===== src/rtl/mem_port_arbiter_pkg.sv =====
// Shared types for the Memory33 port arbiter: port ids, lock owner encoding
// and the request bundle steered onto the memory port.
package rudolv_mem_pkg;

  localparam int unsigned ADDR_W_MAX = 32;

  typedef enum logic {
    PORT_CPU = 1'b0,
    PORT_DMA = 1'b1
  } port_id_e;

  typedef enum logic [1:0] {
    LOCK_NONE = 2'd0,
    LOCK_CPU  = 2'd1,
    LOCK_DMA  = 2'd2
  } lock_owner_e;

  typedef struct packed {
    logic                  write;
    logic [3:0]            wmask;
    logic [31:0]           wdata;
    logic                  wgrubby;
    logic [ADDR_W_MAX-1:0] addr;
  } mem_req_t;

endpackage


===== src/rtl/mem_arb_rdtrack.sv =====
// Tag pipeline for granted reads: each stage carries {valid, port id} so the
// returning memory word can be routed to the requester that issued it.
module mem_arb_rdtrack
  import rudolv_mem_pkg::*;
#(
  parameter int unsigned DEPTH = 1
) (
  input  logic     clk,
  input  logic     rstn,
  input  logic     i_push_valid,
  input  port_id_e i_push_port,
  output logic     o_tail_valid,
  output port_id_e o_tail_port
);

  logic [DEPTH-1:0] r_valid;
  logic [DEPTH-1:0] r_port;

  // Shift tags one stage per cycle; reset drops every pending read.
  always_ff @(posedge clk or negedge rstn) begin
    if (!rstn) begin
      r_valid <= '0;
      r_port  <= '0;
    end else begin
      r_valid[0] <= i_push_valid;
      r_port[0]  <= i_push_port;
      for (int unsigned i = 1; i < DEPTH; i++) begin
        r_valid[i] <= r_valid[i-1];
        r_port[i]  <= r_port[i-1];
      end
    end
  end

  assign o_tail_valid = r_valid[DEPTH-1];
  assign o_tail_port  = port_id_e'(r_port[DEPTH-1]);

endmodule


===== src/rtl/mem_port_arbiter.sv =====
// Shares the single Memory33 port between the pipeline (port 0) and the
// loader/DMA (port 1): one grant per cycle, read data routed back by tag.
module mem_port_arbiter
  import rudolv_mem_pkg::*;
#(
  parameter int unsigned ADDR_WIDTH   = 32,
  parameter int unsigned READ_LATENCY = 1,
  parameter int unsigned MAX_WAIT     = 8,
  parameter int unsigned ROUND_ROBIN  = 0
) (
  input  logic                  clk,
  input  logic                  rstn,
  input  logic                  p0_valid,
  input  logic                  p0_lock,
  input  logic                  p0_write,
  input  logic [3:0]            p0_wmask,
  input  logic [31:0]           p0_wdata,
  input  logic                  p0_wgrubby,
  input  logic [ADDR_WIDTH-1:0] p0_addr,
  output logic                  p0_ready,
  output logic                  p0_rvalid,
  output logic [31:0]           p0_rdata,
  output logic                  p0_rgrubby,
  input  logic                  p1_valid,
  input  logic                  p1_lock,
  input  logic                  p1_write,
  input  logic [3:0]            p1_wmask,
  input  logic [31:0]           p1_wdata,
  input  logic                  p1_wgrubby,
  input  logic [ADDR_WIDTH-1:0] p1_addr,
  output logic                  p1_ready,
  output logic                  p1_rvalid,
  output logic [31:0]           p1_rdata,
  output logic                  p1_rgrubby,
  output logic                  mem_valid,
  output logic                  mem_write,
  output logic [3:0]            mem_wmask,
  output logic [31:0]           mem_wdata,
  output logic                  mem_wgrubby,
  output logic [ADDR_WIDTH-1:0] mem_addr,
  input  logic [31:0]           mem_rdata,
  input  logic                  mem_rgrubby,
  output logic [31:0]           conflicts
);

  lock_owner_e r_lock;
  port_id_e    r_rr_ptr;
  logic [7:0]  r_wait;
  logic [31:0] r_conflicts;

  logic        w_conflict;
  logic        w_gnt0;
  logic        w_gnt1;
  logic        w_wait_full;
  mem_req_t    w_req0;
  mem_req_t    w_req1;
  mem_req_t    w_req;
  logic        w_rd_push;
  port_id_e    w_rd_port;
  logic        w_tail_valid;
  port_id_e    w_tail_port;

  assign w_conflict  = p0_valid & p1_valid;
  assign w_wait_full = (r_wait == 8'(MAX_WAIT));

  // Grant priority: lock owner, then starved port 1, then fixed/alternating policy.
  always_comb begin
    w_gnt0 = 1'b0;
    w_gnt1 = 1'b0;
    if (r_lock == LOCK_CPU && p0_valid) begin
      w_gnt0 = 1'b1;
    end else if (r_lock == LOCK_DMA && p1_valid) begin
      w_gnt1 = 1'b1;
    end else if (p1_valid && w_wait_full) begin
      w_gnt1 = 1'b1;
    end else if (ROUND_ROBIN == 0) begin
      w_gnt0 = p0_valid;
      w_gnt1 = ~p0_valid & p1_valid;
    end else if (w_conflict) begin
      w_gnt0 = (r_rr_ptr == PORT_CPU);
      w_gnt1 = (r_rr_ptr == PORT_DMA);
    end else begin
      w_gnt0 = p0_valid;
      w_gnt1 = p1_valid;
    end
  end

  // Steer the winner's request fields onto the memory port, zero when idle.
  always_comb begin
    w_req0 = '{write: p0_write, wmask: p0_wmask, wdata: p0_wdata,
               wgrubby: p0_wgrubby, addr: ADDR_W_MAX'(p0_addr)};
    w_req1 = '{write: p1_write, wmask: p1_wmask, wdata: p1_wdata,
               wgrubby: p1_wgrubby, addr: ADDR_W_MAX'(p1_addr)};
    w_req  = '0;
    if (w_gnt1)      w_req = w_req1;
    else if (w_gnt0) w_req = w_req0;
  end

  assign p0_ready    = w_gnt0;
  assign p1_ready    = w_gnt1;
  assign mem_valid   = p0_valid | p1_valid;
  assign mem_write   = w_req.write;
  assign mem_wmask   = w_req.wmask;
  assign mem_wdata   = w_req.wdata;
  assign mem_wgrubby = w_req.wgrubby;
  assign mem_addr    = ADDR_WIDTH'(w_req.addr);

  // Lock owner: a granted request decides the new owner; an owner that
  // drops valid without being granted releases the lock.
  always_ff @(posedge clk or negedge rstn) begin
    if (!rstn) begin
      r_lock <= LOCK_NONE;
    end else if (w_gnt0) begin
      r_lock <= p0_lock ? LOCK_CPU : LOCK_NONE;
    end else if (w_gnt1) begin
      r_lock <= p1_lock ? LOCK_DMA : LOCK_NONE;
    end else if ((r_lock == LOCK_CPU && !p0_valid) ||
                 (r_lock == LOCK_DMA && !p1_valid)) begin
      r_lock <= LOCK_NONE;
    end
  end

  // Port 1 refusal counter, clamped at MAX_WAIT.
  always_ff @(posedge clk or negedge rstn) begin
    if (!rstn) begin
      r_wait <= '0;
    end else if (w_gnt1) begin
      r_wait <= '0;
    end else if (p1_valid && !w_wait_full) begin
      r_wait <= r_wait + 8'd1;
    end
  end

  // Alternation pointer moves to the loser of each conflict cycle.
  always_ff @(posedge clk or negedge rstn) begin
    if (!rstn) begin
      r_rr_ptr <= PORT_CPU;
    end else if (w_conflict) begin
      r_rr_ptr <= w_gnt0 ? PORT_DMA : PORT_CPU;
    end
  end

  // Conflict cycle counter for performance CSRs, wraps naturally.
  always_ff @(posedge clk or negedge rstn) begin
    if (!rstn) begin
      r_conflicts <= '0;
    end else if (w_conflict) begin
      r_conflicts <= r_conflicts + 32'd1;
    end
  end

  assign conflicts = r_conflicts;

  assign w_rd_push = (w_gnt0 & ~p0_write) | (w_gnt1 & ~p1_write);
  assign w_rd_port = w_gnt1 ? PORT_DMA : PORT_CPU;

  mem_arb_rdtrack #(
    .DEPTH(READ_LATENCY)
  ) u_rdtrack (
    .clk         (clk),
    .rstn        (rstn),
    .i_push_valid(w_rd_push),
    .i_push_port (w_rd_port),
    .o_tail_valid(w_tail_valid),
    .o_tail_port (w_tail_port)
  );

  assign p0_rvalid  = w_tail_valid & (w_tail_port == PORT_CPU);
  assign p1_rvalid  = w_tail_valid & (w_tail_port == PORT_DMA);
  assign p0_rdata   = p0_rvalid ? mem_rdata : '0;
  assign p1_rdata   = p1_rvalid ? mem_rdata : '0;
  assign p0_rgrubby = p0_rvalid & mem_rgrubby;
  assign p1_rgrubby = p1_rvalid & mem_rgrubby;

endmodule


===== config.mk =====
export PLATFORM = sky130hd
export DESIGN_NAME = mem_port_arbiter
export DESIGN_NICKNAME = d
export VERILOG_FILES = /design/src/rtl/mem_port_arbiter_pkg.sv /design/src/rtl/mem_arb_rdtrack.sv /design/src/rtl/mem_port_arbiter.sv
export SDC_FILE = /design/constraint.sdc
export NUM_CORES = 1
export LEC_CHECK = 0
export ABC_AREA = 1
export CAP_MARGIN = 20
export CORE_AREA = 8 8 132 134
export CTS_CLUSTER_SIZE = 16
export DETAILED_ROUTE_END_ITERATION = 7
export DIE_AREA = 0 0 140 142
export PLACE_DENSITY_LB_ADDON = 0.2
export SLEW_MARGIN = 20
export SYNTH_ARGS = -nofsm -noshare
export SYNTH_HDL_FRONTEND = slang
export SYNTH_SLANG_ARGS = --single-unit
export TNS_END_PERCENT = 30

===== constraint.sdc =====
create_clock -name clk -period 5.1 [get_ports clk]
set_input_delay 1.02 -clock clk [delete_from_list [all_inputs] [get_ports clk]]
set_output_delay 1.02 -clock clk [all_outputs]
set_load 0.1 [all_outputs]

==> impl_metrics.yaml <==
synth:
  syn-cell-area_um2: 3660
  avgSynthCellArea_um2: 5.74
  synthSimpleGateAreaFrac: 0.505
  synth_top_family_by_area: "simple AND/OR/NAND/NOR gates"
  synth_fa_ha_area_frac: 0.0102
  yosysTopAreaCell: "nand2_1"
  synth-seq-cells: 44
  yosys_warnings: 0
  synth-compound-area-share: 0.0102
  synthesis.nets: 820
  synth.mux.area_fraction: 0
  post_synth_xor_area_fraction: 0.0550
  netlist_top_cells_area: "nand2_1, dfrtp_1, nor2_1, inv_1, nand3_1"
  yosys.cell_types.count: 24
  synth_largest_type_area_fraction: 0.315
  synth_seq_area_share: 0.301
  netlist_instances: 638
floorplan:
  initial_core_util: 0.238
  die_width_um: 140
  fp-row-count: 46
  core_um2: 15400
  number_of_top_level_design_ports: 352
  die_area_um2: 19900
  die_y_um: 142
grt:
  grt_first_pass_wirelength_um: 30100
  via_count_of_the_first_global_routing_pass: 4647
  grt_max_degree: 48
  grt-ovfl-total: 0
  grtUsageTotal: 0.199
  grt_antenna_before_repair: 11
timing:
  maxSlewHeadroom: 0.301
  achievable-frequency_ghz: 0.245
  final.setup.tns_ns: 0
  final_period_minus_worst_setup_slack_ns: 4.07
  hold_violations: 0
  rsz0062_at_grt: "false"
  finalClockSkew_ns: 0.00411
  finalSetupViolCount: 0
  maxSlewViolCount: 0
  fin_worst_hold_slack_ns: 0.497
  finalCritPeriodShare: 0.799
  worst_pin_slew_ns: 1.04
pwr:
  sw_frac_of_total: 0.541
  share_clk_of_total_power: 0.139
  p_seq_frac: 0.184
  power_density_nw_per_um2: 279
  vdd_drop_max_mv: 0.383
  switchingPower_mw: 1.22
  combinationalPowerShare: 0.676
  leakagePower_nw: 4.03
  internal_power_mw: 1.03
clocking:
  buffers_from_clock_root_to_sink_at_most: 2
  count_of_hold_fix_buffers_inserted_at_cts: 0
  root_buffer: "clkbuf_16"
  cts_tree: "yes"
  post_cts.resized_instances: 0
  cts_post_setup_buffers_inserted: 0
  clock-sinks: 44
  clock_latency_ns: 0.28
  cts_inserted_buffers: 5
  h-tree-depth: 2
  path_clk_slew_ns: 0.06
cells_and_area:
  fin_nets: 1160
  multi_input_comb_area_um2: 2130
  fillCellCount: 1516
  syn_to_layout_area_delta_pct: 121
  seq_area_um2: 1100
  final_layout_size_suffix_gt1_frac: 0.142
setup_path:
  worst_path_dominant_cell_family: "buffers and inverters"
  worst_setup_path_end_kind: "output pin"
  worst_setup_path_start_kind: "input port"
  crit_fanout: 43
  cp_cell_sequence: "clkdlybuf4s50_1 > inv_1 > a21oi_1 > nand2_2 > nand2_2 > buf_12 > nand2_1 > nand2_1 > buf_12"
  worstSetupPathType: "in2out"
  timing.critical_path.arrival_ns: 3.05
  required_ns: 4.08
  critical-path-slowest-cell: "clkdlybuf4s50_1"
  cp.buffers_inverters: 4
  crit_path_max_incr_delay_ns: 0.54
job:
  cap_viol_max_count: 0
detailed_routing:
  route.final.wire_length_um: 20800
  avgRoutedWirePerCell_um: 17.8
  route.vias.total: 4966
  via_per_inst: 4.23
  drc: 0
  dr.first_iter.drc_count: 219
  first_pass_iters: 5
  remaining_number_of_nets_flagged_by_the_antenna_check_after_routing: 0
status:
  run_status: "finished clean"
placed_design:
  io_buffers: 351
  hpwl_um: 17900
  place.gp.congestion: 0.935
min_path:
  min-delay-path-class: "reg2reg"
## cell type report
class,count,share of cell area
repair buffers,355,0.517
multi-input cells,495,0.263
diodes,4,0.00124
clock inverters,2,0.00155
well taps,192,0.0297
inverters,77,0.0358
clock buffers,5,0.0155
flip-flops and latches,44,0.136
## worst min-delay path: stages (launching register included)
cell and delay, ns:
dfrtp_1 0.36, nand2_1 0.06, nand2_1 0.05
## cells by family after synthesis
| group | Yosys count |
|---|---|
| adder cells (fa/ha/maj) | 3 |
| AND/OR/NAND/NOR | 462 |
| flip-flops | 44 |
| AO/OA/AOI/OAI | 7 |
| XOR/XNOR | 23 |
| buffers and inverters | 99 |
## per-stage QoR
step / instances / worst slack (ns) / util / instance area (µm²) / power (mW)
4_1_cts: 1170 / 1.00 / 0.523 / 8070 / 2.27
3_3_place_gp: 1163 / 1.00 / 0.514 / 7930 / 1.95
3_5_place_dp: 1163 / 1.01 / 0.514 / 7930 / 1.95
2_1_floorplan: 638 / 0.577 / - / 3660 / 1.39
6_report: 1174 / 1.03 / 0.524 / 8080 / 2.26
5_1_grt: 1171 / 0.816 / 0.523 / 8070 / 2.34
## cells in the mapped netlist, drive strengths merged
cell and n:
inv 77, nor3 6, ha 3, dfrtp 44, xnor2 12, or2 1
xor2 11, buf 19, o21bai 1, nand4 10, a21oi 3, o21ai 3
nand3b 4, nor2 103, nand3 26, nand2 312, clkbuf 3
## final timing paths
| path | from | endpoint | slack [ns] | cells after the start |
|---|---|---|---|---|
| max in group asynchronous | rstn | r_wait[3] | 3.98 | 1 |
| max | p0_valid | mem_addr[3] | 1.03 | 9 |
| min in group asynchronous | rstn | conflicts[24] | 0.72 | 1 |
| max reg2reg | r_wait[0] | u_rdtrack.o_tail_valid | 3.08 | 10 |
| min reg2reg | conflicts[31] | conflicts[31] | 0.50 | 2 |
| min | conflicts[31] | conflicts[31] | 0.50 | 2 |
## cells in the final DEF, fill, tap and decap left out, types with 2 or more instances in the layout
cell / count
o21ai_0: 2
nand3b_1: 4
nand2_1: 307
buf_12: 73
clkbuf_16: 5
nor2_2: 7
inv_1: 76
clkdlybuf4s50_1: 238
a21oi_1: 3
xor2_1: 11
diode_2: 4
nand2_2: 5
nand3_1: 26
xnor2_1: 12
dfrtp_1: 44
nor2_1: 96
nor3_1: 5
buf_4: 44
ha_1: 3
nand4_1: 10
## power by group through the flow
stage               clock [mW]  combinational, mW  sequential [mW]
global route             0.338               1.58            0.423
global placement             0               1.53            0.422
finish                   0.315               1.53            0.416
floorplan                    0              0.806            0.581
detailed placement           0               1.53            0.421
CTS                      0.322               1.54            0.416
## sequential cells by signal, indices dropped and copies added, names as in the netlist
register                flops
conflicts                  32
r_wait                      8
r_lock                      2
u_rdtrack.o_tail_port       1
u_rdtrack.o_tail_valid      1
## metal layers
layer,vias up,GRT usage,wire (µm)
li1,2573,-,-
met1,2154,0.215,7790
met2,198,0.346,10400
met3,25,0.104,2380
met4,16,0.0291,216
met5,-,0,96
(Power assumes the default switching activity.)
==> variant (same flow settings) <==
Set the parameter `ADDR_WIDTH` to 24 (it was 32).
--- a/src/rtl/mem_port_arbiter.sv
+++ b/src/rtl/mem_port_arbiter.sv
@@ -3,7 +3,7 @@
 module mem_port_arbiter
   import rudolv_mem_pkg::*;
 #(
-  parameter int unsigned ADDR_WIDTH   = 32,
+  parameter int unsigned ADDR_WIDTH   = 24,
   parameter int unsigned READ_LATENCY = 1,
   parameter int unsigned MAX_WAIT     = 8,
   parameter int unsigned ROUND_ROBIN  = 0
Ports: changed (resized mem_addr, p0_addr and p1_addr); port bits go from 352 to 328. The function was not compared with the original's and may differ.
==> variant against the unedited design <==
- cell area is 13% lower
- sequential cell count stayed put
- clock skew is 0.0021 ns lower
- area after synthesis is 1.5% higher
- synthesized cell count is 1.7% lower
- count of clock-buffer cells in the layout is 1 higher
- worst setup slack worse by 0.00094 ns
- wire length is 2.1% lower
- critical path depth is 1 higher
- core utilization is 7.0 points lower
- power is 2.9% higher
- sequential power is 4% higher
- critical path type unchanged
==> variant: results <==
metrics = {
    "global_route": {
        "met3_usage_pct": 6.41,
        "grt_pass1_wl_mm": 29.0,
        "use_met2_pct": 32.2,
        "first_global_vias": 4509,
        "grt_max_degree": 60,
        "grt_usage_pct": 19.3,
        "antenna_found_initial": 5,
        "grtUsageMet1_pct": 23.5,
    },
    "cells_and_area": {
        "drive_gt1_share_pct": 14.8,
        "n_fill_cell": 1619,
    },
    "detailed_routing": {
        "met3_length_mm": 1.65,
        "wl_per_cell_um": 17.9,
        "avgViaCountPerCell": 4.20,
        "wl_met2_mm": 9.89,
        "drt_iter0_drc": 234,
        "drt-total-wl_mm": 20.4,
        "wl_met1_mm": 8.48,
    },
    "synthesis": {
        "syn_nets": 793,
        "yosysSeqAreaShare_pct": 29.6,
        "synth_compound_area_share_pct": 0.908,
        "synth_area_leaders": "nand2_1 30%, dfrtp_1 30%, nor2_1 9.8%, inv_1 7.8%, buf_6 3.6%",
        "syn-instance-count": 627,
        "synth_cell_types": 27,
        "synth-xor-area-share_pct": 5.65,
        "synth_commonest_cells": "294 x nand2_1, 97 x nor2_1, 77 x inv_1",
        "synthAdderAreaFrac_pct": 1.01,
    },
    "placement": {
        "dp_slack_ns": 1.04,
        "gp_congestion": 1.01,
        "numPortBuffers": 327,
        "dpl_cell_area_um2": 6840,
        "placed_cells": 1130,
    },
    "sta": {
        "fmax_ghz": 0.245,
        "relSlewSlack_pct": 28.7,
        "holdWs_ns": 0.491,
        "skew_ns": 0.00205,
    },
    "clocking": {
        "clk_latency_ns": 0.28,
        "post_cts_resized": 0,
        "clock-root-buffer": "clkbuf_16",
        "numCtsBuffers": 5,
    },
    "critical_path": {
        "timing.rr.start": "r_wait[0]",
        "crit_fanout": 52,
        "cp-endpoint": "mem_wdata[13]",
        "slowest_delay_ns": 0.45,
        "crit_arrival_ns": 3.05,
        "ff2ff_setup_slack_ns": 3.32,
        "worstReg2RegEnd": "r_lock[1]",
        "rr_worst_depth": 8,
    },
    "power": {
        "vdd_ir_drop_max_mv": 0.167,
        "cellLeakagePower_nw": 3.65,
    },
    "min_path": {
        "worstHoldStart": "r_wait[6]",
        "whs_endpoint": "r_wait[6]",
    },
    "status": {
        "status": "finished clean",
    },
}
==> variant: cell types whose count changed after synthesis, sizes merged, moves of 2 or more <==
cell,delta
a21oi,-3
nand2,-12
nand3,-4
inv,+3
nor2,+6
xor2,+3
nand3b,+3
nor3,-3
xnor2,-2
buf,-3
==> variant: report_power, final <==
group,internal (W),switching (W),leakage [nW]
clock network,0.000193,0.000136,0.0766
logic,0.000361,0.00120,3.00
registers,0.000388,0.0000451,0.577
==> variant: cell type report <==
class / count / share of cell area, %
Timing Repair Buffer: 330 / 43.5
Multi-Input combinational cell: 484 / 30.8
Sequential cell: 44 / 15.7
Inverter: 80 / 4.33
Tap cell: 192 / 3.43
Clock buffer: 6 / 1.98
Clock inverter: 2 / 0.143
Antenna cell: 3 / 0.107
==> variant: cell families after synthesis <==
| logic type | Yosys count |
|---|---|
| and+or+nand+nor | 452 |
| buffers and inverters | 99 |
| DFF | 44 |
| xor gates and xnor gates | 24 |
| AOI/OAI and AO/OA | 5 |
| adders and majority gates | 3 |
